$ cat config.mk
export PLATFORM = sky130hd
export DESIGN_NAME = if_fetch
export DESIGN_NICKNAME = d
export VERILOG_FILES = /design/src/rtl/if_fetch.sv
export SDC_FILE = /design/constraint.sdc
export NUM_CORES = 1
export LEC_CHECK = 0
export BUFFER_PORTS_ARGS = -buffer_cell sky130_fd_sc_hd__buf_4
export CAP_MARGIN = 20
export CORE_MARGIN = 1.5
export CORE_UTILIZATION = 50
export DETAILED_ROUTE_END_ITERATION = 8
export PLACE_DENSITY = 0.81
export SLEW_MARGIN = 20
export SYNTH_ARGS = -nofsm -noshare
export SYNTH_HDL_FRONTEND = slang
export SYNTH_SLANG_ARGS = --single-unit
export TNS_END_PERCENT = 1
$ cat constraint.sdc
create_clock -name clk_in -period 3.5 [get_ports clk_in]
set_input_delay 0.175 -clock clk_in [delete_from_list [all_inputs] [get_ports clk_in]]
set_output_delay 0.175 -clock clk_in [all_outputs]
set_load 0.05 [all_outputs]
$ cat src/rtl/if_fetch.sv
// Instruction-fetch stage: owns the PC, assembles each instruction from four
// little-endian bytes over a byte-serial handshake, and pulses {pc, inst} to IF/ID.
module if_fetch #(
  parameter logic [31:0] RESET_PC       = 32'h0000_0000,
  parameter int          BYTES_PER_INST = 4
) (
  input  logic        clk_in,
  input  logic        rst_in,
  input  logic [5:0]  stall,
  input  logic        branch_flag_in,
  input  logic [31:0] branch_target_in,
  output logic        mem_req_out,
  output logic [31:0] mem_addr_out,
  input  logic        mem_ack_in,
  input  logic [7:0]  mem_byte_in,
  output logic        stall_req_out,
  output logic [31:0] pc_out,
  output logic [31:0] inst_out,
  output logic        inst_valid_out
);

  localparam logic [1:0] LAST_BYTE = 2'(BYTES_PER_INST - 1);

  typedef enum logic [1:0] {
    S_IDLE  = 2'd0,
    S_FETCH = 2'd1,
    S_HOLD  = 2'd2
  } state_t;

  state_t      state_q, state_d;
  logic [31:0] pc_q, pc_d;
  logic [1:0]  byte_cnt_q, byte_cnt_d;
  logic [31:0] buf_q, buf_d;
  logic        mem_req_q, mem_req_d;
  logic [31:0] mem_addr_q, mem_addr_d;
  logic        stall_req_q, stall_req_d;
  logic [31:0] pc_out_q, pc_out_d;
  logic [31:0] inst_out_q, inst_out_d;
  logic        inst_valid_q, inst_valid_d;

  // Only the IF-related stall bits matter here; the rest belong to later stages.
  logic unused_stall;
  assign unused_stall = ^stall[5:2];

  // Word as it would look after merging the byte arriving this cycle.
  logic [31:0] word_merged;

  genvar gi;
  generate
    for (gi = 0; gi < 4; gi++) begin : g_lane
      assign word_merged[8*gi +: 8] = (byte_cnt_q == 2'(gi)) ? mem_byte_in
                                                             : buf_q[8*gi +: 8];
    end
  endgenerate

  always_comb begin
    state_d      = state_q;
    pc_d         = pc_q;
    byte_cnt_d   = byte_cnt_q;
    buf_d        = buf_q;
    mem_req_d    = mem_req_q;
    mem_addr_d   = mem_addr_q;
    pc_out_d     = pc_out_q;
    inst_out_d   = inst_out_q;
    inst_valid_d = 1'b0;

    case (state_q)
      S_IDLE: begin
        if (branch_flag_in) begin
          pc_d = branch_target_in;
        end else if (!stall[0]) begin
          state_d    = S_FETCH;
          mem_req_d  = 1'b1;
          mem_addr_d = pc_q;
          byte_cnt_d = 2'd0;
        end
      end

      S_FETCH: begin
        if (branch_flag_in) begin
          // Dropping the request for a cycle restarts the controller's byte sequence.
          state_d    = S_IDLE;
          pc_d       = branch_target_in;
          byte_cnt_d = 2'd0;
          mem_req_d  = 1'b0;
        end else if (mem_ack_in) begin
          buf_d      = word_merged;
          mem_addr_d = pc_q + {30'b0, byte_cnt_q} + 32'd1;
          byte_cnt_d = byte_cnt_q + 2'd1;
          if (byte_cnt_q == LAST_BYTE) begin
            mem_req_d = 1'b0;
            if (!stall[1]) begin
              state_d      = S_IDLE;
              inst_out_d   = word_merged;
              pc_out_d     = pc_q;
              inst_valid_d = 1'b1;
              pc_d         = pc_q + 32'd4;
            end else begin
              state_d = S_HOLD;
            end
          end
        end
      end

      S_HOLD: begin
        if (branch_flag_in) begin
          state_d    = S_IDLE;
          pc_d       = branch_target_in;
          byte_cnt_d = 2'd0;
          mem_req_d  = 1'b0;
        end else if (!stall[1]) begin
          state_d      = S_IDLE;
          inst_out_d   = buf_q;
          pc_out_d     = pc_q;
          inst_valid_d = 1'b1;
          pc_d         = pc_q + 32'd4;
        end
      end

      default: begin
        state_d   = S_IDLE;
        mem_req_d = 1'b0;
      end
    endcase

    stall_req_d = (state_d == S_FETCH) || (state_d == S_HOLD);
  end

  always_ff @(posedge clk_in) begin
    if (!rst_in) begin
      state_q      <= S_IDLE;
      pc_q         <= RESET_PC;
      byte_cnt_q   <= 2'd0;
      buf_q        <= 32'd0;
      mem_req_q    <= 1'b0;
      mem_addr_q   <= 32'd0;
      stall_req_q  <= 1'b0;
      pc_out_q     <= 32'd0;
      inst_out_q   <= 32'd0;
      inst_valid_q <= 1'b0;
    end else begin
      state_q      <= state_d;
      pc_q         <= pc_d;
      byte_cnt_q   <= byte_cnt_d;
      buf_q        <= buf_d;
      mem_req_q    <= mem_req_d;
      mem_addr_q   <= mem_addr_d;
      stall_req_q  <= stall_req_d;
      pc_out_q     <= pc_out_d;
      inst_out_q   <= inst_out_d;
      inst_valid_q <= inst_valid_d;
    end
  end

  assign mem_req_out    = mem_req_q;
  assign mem_addr_out   = mem_addr_q;
  assign stall_req_out  = stall_req_q;
  assign pc_out         = pc_out_q;
  assign inst_out       = inst_out_q;
  assign inst_valid_out = inst_valid_q;

endmodule

== Yosys cells after proc, flatten, opt, wreduce, memory -nomap -nowiden ==
Cells that the tools add are included.
Word-level totals
  output and inout port bits: 99
  bits in registers: 167
Cells by class
  equality and inequality tests: 19
  add/sub/neg operators: 4
  reduce and logical (&&, ||, !) cells: 13
  bitwise operators: 1
  muxes and demuxes: 57
Operator list (count)
  two-way mux 32 bit: 21
  case mux 32 bit (2 select lines): 3
  case mux 32 bit (3 select lines): 1
  adder 32 x 1 -> 32 bit (second input constant): 1
  adder 32 x 2 -> 32 bit: 1
  adder 32 x 3 -> 32 bit (second input constant): 1
  two-way mux 8 bit: 4
  two-way mux 2 bit: 13
  != test 2 bit (second input constant): 10
  AND reduction 5 bit: 4
  case mux 2 bit (3 select lines): 2
  two-way mux 1 bit: 11
  == test 2 bit (second input constant): 4
  AND reduction 7 bit: 1
  == test 2 x 1 -> 1 bit (second input constant): 3
  != test 3 bit (second input constant): 2
  zero test 2 bit: 2
  AND reduction 4 bit: 1
  nonzero test 2 bit: 2
  case mux 1 bit (3 select lines): 1
  AND reduction 3 bit: 1
  nonzero test 3 bit: 1
  adder 2 x 1 -> 2 bit (second input constant): 1
  case mux 1 bit (2 select lines): 1
  2 further kinds: 2

== Depth between registers and ports, before layout ==
  word-level depth: 7
  gate-level depth with buffers: 9
  gate-level depth less buffers: 7

== Worst setup path before layout ==
OpenSTA, ideal clock, no wires.
  path kind: register to register
  start: reg byte_cnt_q[0]
  end: reg mem_addr_q[26] (netlist: mem_addr_out[26])
  data required time: 3.426 ns
  path slack: 1.242 ns
  stages on the path, launching flop included: 8
  data arrival time: 2.184 ns
  path buffers: 0
  setup time: 0.074 ns
  path through: dfxtp_1 inv_1 ha_1 fa_1 nand4b_1 or4_1 or3_1 a31oi_1
Between the ends
  word-level cells in the longest chain between the ends: 5
Ends and longest elaborated chain
  from (decl): line 32  | logic [1:0] byte_cnt_q, byte_cnt_d;
  from (signal assigned): line 144  | byte_cnt_q <= byte_cnt_d;
  adder 32 x 2 -> 32 bit: line 88  | mem_addr_d = pc_q + {30'b0, byte_cnt_q} + 32'd1;
  adder 32 x 1 -> 32 bit: line 88
  two-way mux 32 bit: line 86  | end else if (mem_ack_in) begin
  two-way mux 32 bit: line 80  | if (branch_flag_in) begin
  case mux 32 bit (2 select lines): line 67  | case (state_q)
  to (signal assigned): line 147  | mem_addr_q <= mem_addr_d;
  to (decl): line 35  | logic [31:0] mem_addr_q, mem_addr_d;
Every way passes these cells. The select of a mux whose other input is x is not followed.
A chain may end at the register's enable or synchronous reset.

== Worst setup path after layout ==
  start: reg state_q[1]
  end: reg mem_addr_q[27] (netlist: mem_addr_out[27])
Between the ends
  word-level cells in the longest chain between the ends: 3
  elaborated cells between the ends (all ways): 9
Ends and longest elaborated chain
  from (decl): line 30  | state_t state_q, state_d;
  from (signal assigned): line 142  | state_q <= state_d;
  == test 2 x 1 -> 1 bit / zero test 2 bit (equally long branches): line 67
  != test 2 bit (no line) / nonzero test 2 bit (equally long branches)
  AND reduction 5 bit (no line)
Parallel ways exist; a longest one is shown, timed or not.

==> flow_summary.yaml <==
run_status:
  status: "completed"
global_route:
  grt_first_pass_wirelength_mm: 38.3
  grt_pass1_vias: 7204
  antenna_found_initial: 0
  globalRouteOverflowTotal: 0
  grt_use_total_pct: 27.4
  grt_max_degree: 65
timing:
  skew_ns: 0.0107
  rsz0062_at_grt: "false"
  worst_pin_slew_ns: 1.06
  holdWs_ns: 0.00818
  hold_violations: 0
  post-route-period-util_pct: 77.6
  final.min_clock_period_ns: 2.72
  final-setup-viol-count: 0
  fmax_mhz: 368
  fin_tns_setup_ns: 0
  slew_headroom_pct: 28.7
  drv_slew: 0
floorplan:
  die_h_um: 132
  die_area_mm2: 0.0173
  rows: 46
  io_pins: 149
  core_mm2: 0.0160
  die_w_um: 132
  start_util_pct: 51.7
yosys:
  synth_mux_area_share_pct: 4.63
  postSynthCellCount: 1034
  netlist-cell-type-count: 65
  synth_compound_gate_area_share_pct: 22.3
  yosys_warnings: 0
  avgSynthCellArea_um2: 8.00
  synthesis.area_mm2: 0.00827
  synthXorXnorAreaFrac_pct: 1.16
  yosys.area_share.simple_pct: 23.5
  ys_seq_area_share_pct: 40.4
  synthArstFlopShare_pct: 0
  yosys.area_share.adder_pct: 2.06
  synth-edff-count: 0
  ys_ff_latch: 167
  mappedNetlistNets: 1097
  synth_top_family_by_area: "simple AND/OR/NAND/NOR gates"
  synthFlopType: "dfxtp_1"
setup_path:
  cp.required_ns: 3.85
  crit_family: "compound AO/OA/AOI/OAI gates"
  rr_worst_depth: 5
  r2r_setup_slack_ns: 0.78
  crit_fanout: 24
  worstReg2RegEnd: "mem_addr_out[27]"
  critPathSlowestCell: "ha_1"
  crit_buf_inv: 1
  crit-reg2reg-launch: "state_q[1]"
  crit_chain: "inv_1 > ha_1 > o21ai_1 > or4_1 > a311oi_1"
  worst-endpoint-arrival_ns: 3.06
  startpoint_type: "register"
  max_stage_delay_ns: 0.69
  crit_type: "reg2reg"
  endpoint_kind: "register"
power:
  powerDensity_mw_per_mm2: 491
  ir_drop_uv: 365
  power_leakage_nw: 3.60
placement:
  dpl.hpwl_mm: 16.5
  numPortBuffers: 144
  gp_congestion: 0.918
drt:
  via_per_inst: 6.18
  drt_wl_total_mm: 24.4
  route.detailed.drc: 0
  postRouteAntennaNets: 0
  wl_per_cell_um: 18.2
  drt_first_pass_iters: 5
  first_iter_violations: 800
  vias: 8255
final_layout:
  nets: 1169
  drive_above_1_share_pct: 18.9
  n_antenna_cell: 0
  area_delta_synth_final_pct: 20.7
  final_core_util_pct: 62.4
  nFillCells: 1394
clock_tree:
  clk_path_buf_depth: 2
  cts_buffers: 17
  htree_levels: 4
  cts_tree: "done"
  root_buffer: "clkbuf_16"
  cts_sinks: 167
  clkSlewWorstSetupHoldPaths_ns: 0.07
  post_cts.repair.setup_buffers: 0
  insertion_delay_ns: 0.44
hold_path:
  holdPathStages: 3
  hold_end: "pc_q[3]"
  hp-start: "branch_target_in[3]"
  hold_class: "in2reg"
run:
  cap_violations: 0
[registers in the layout, indices dropped and copies added (netlist names)]
signal,count
buf_q,32
byte_cnt_q,2
inst_out,32
inst_valid_out,1
mem_addr_out,32
mem_req_out,1
pc_out,32
pc_q,32
stall_req_out,1
state_q,2
[timing repair]
action | in CTS | in global routing
hold endpoints to repair | 1 | 0
gates resized for setup | 0 | 0
hold buffers | 1 | 0
[worst max-delay path by stage]
| stage | from | to | cells after the start |
|---|---|---|---|
| final | state_q[1] | mem_addr_out[27] | 5 |
| after global routing | state_q[1] | mem_addr_out[27] | 5 |
| after CTS | state_q[1] | mem_addr_out[27] | 5 |
| after detailed placement | state_q[0] | mem_addr_out[27] | 4 |
| after global placement | state_q[1] | mem_addr_out[27] | 5 |
| after floorplan | byte_cnt_q[0] | mem_addr_out[26] | 7 |
[synthesized netlist by cell type, types with 12 or more instances]
| master | instances | share of area, % |
|---|---|---|
| nand2_1 | 174 | 7.9 |
| dfxtp_1 | 167 | 40 |
| a21oi_1 | 91 | 5.5 |
| clkbuf_1 | 87 | 3.9 |
| nor2_1 | 68 | 3.1 |
| a211oi_1 | 49 | 4.4 |
| o21ai_0 | 43 | 2.6 |
| mux2i_1 | 36 | 4.4 |
| nand4_1 | 21 | 1.6 |
| nor3_1 | 21 | 1.3 |
| inv_1 | 17 | 0.77 |
| nand3_1 | 17 | 1.0 |
| a31oi_1 | 16 | 1.2 |
| nor4_1 | 14 | 1.1 |
| or4_1 | 13 | 1.2 |
| ha_1 | 12 | 1.8 |
| o31ai_1 | 12 | 1.1 |
[layer usage]
metal | track usage [%] | routed length, µm | vias to the layer above
li1 | - | - | 3881
met1 | 36.0 | 10100 | 3845
met2 | 42.9 | 11200 | 448
met3 | 6.52 | 2090 | 81
met4 | 11.9 | 939 | 0
met5 | 0 | 0 | -
[cells in the final DEF (no fill, tap or decap), drive strengths merged, types with 16 or more instances in the layout]
| cell type | Yosys | final |
|---|---|---|
| nand2 | 174 | 174 |
| inv | 17 | 22 |
| nor3 | 21 | 21 |
| buf | 21 | 160 |
| nand4 | 24 | 24 |
| mux2i | 36 | 36 |
| nor2 | 68 | 68 |
| dfxtp | 167 | 167 |
| a31oi | 16 | 16 |
| o21ai | 45 | 45 |
| a21oi | 91 | 91 |
| nand3 | 18 | 18 |
| a211oi | 49 | 49 |
| clkbuf | 87 | 17 |
[worst min-delay path: stages]
cell	delay [ns]
buf_4	0.11
nand2_1	0.05
a311oi_1	0.08
[area by class of cell]
cell class                 count  area [µm²]  area share, %
sequential                   167        3340           33.5
inverter                      17        65.1          0.651
clock buffer                  17         425           4.26
clock inverter                15         209           2.09
multi-input combinational    742        4450           44.6
tap                          216         270           2.71
timing repair buffer         161        1220           12.3
[power by group]
part           switching (mW)  internal, mW  total (mW)
combinational           0.537         0.264       0.801
clock                   0.935          1.04        1.98
sequential              0.125          2.00        2.13
[stage by stage]
stage	setup WS [ns]	cell area, µm²	power [mW]	cells
after CTS	0.840	9990	4.90	1335
after global routing	0.683	9990	5.06	1335
final	0.784	9990	4.90	1335
after detailed placement	0.842	9340	2.95	1302
after global placement	0.931	9340	2.94	1302
after floorplan	1.24	8270	2.69	1034
[cells by family after synthesis]
family | count (synthesis)
simple gates | 397
buf+inv | 125
fa+ha+maj | 13
xor+xnor | 11
flops | 167
mux | 38
compound gates | 283
No activity file was read; power rests on OpenSTA's default activity.
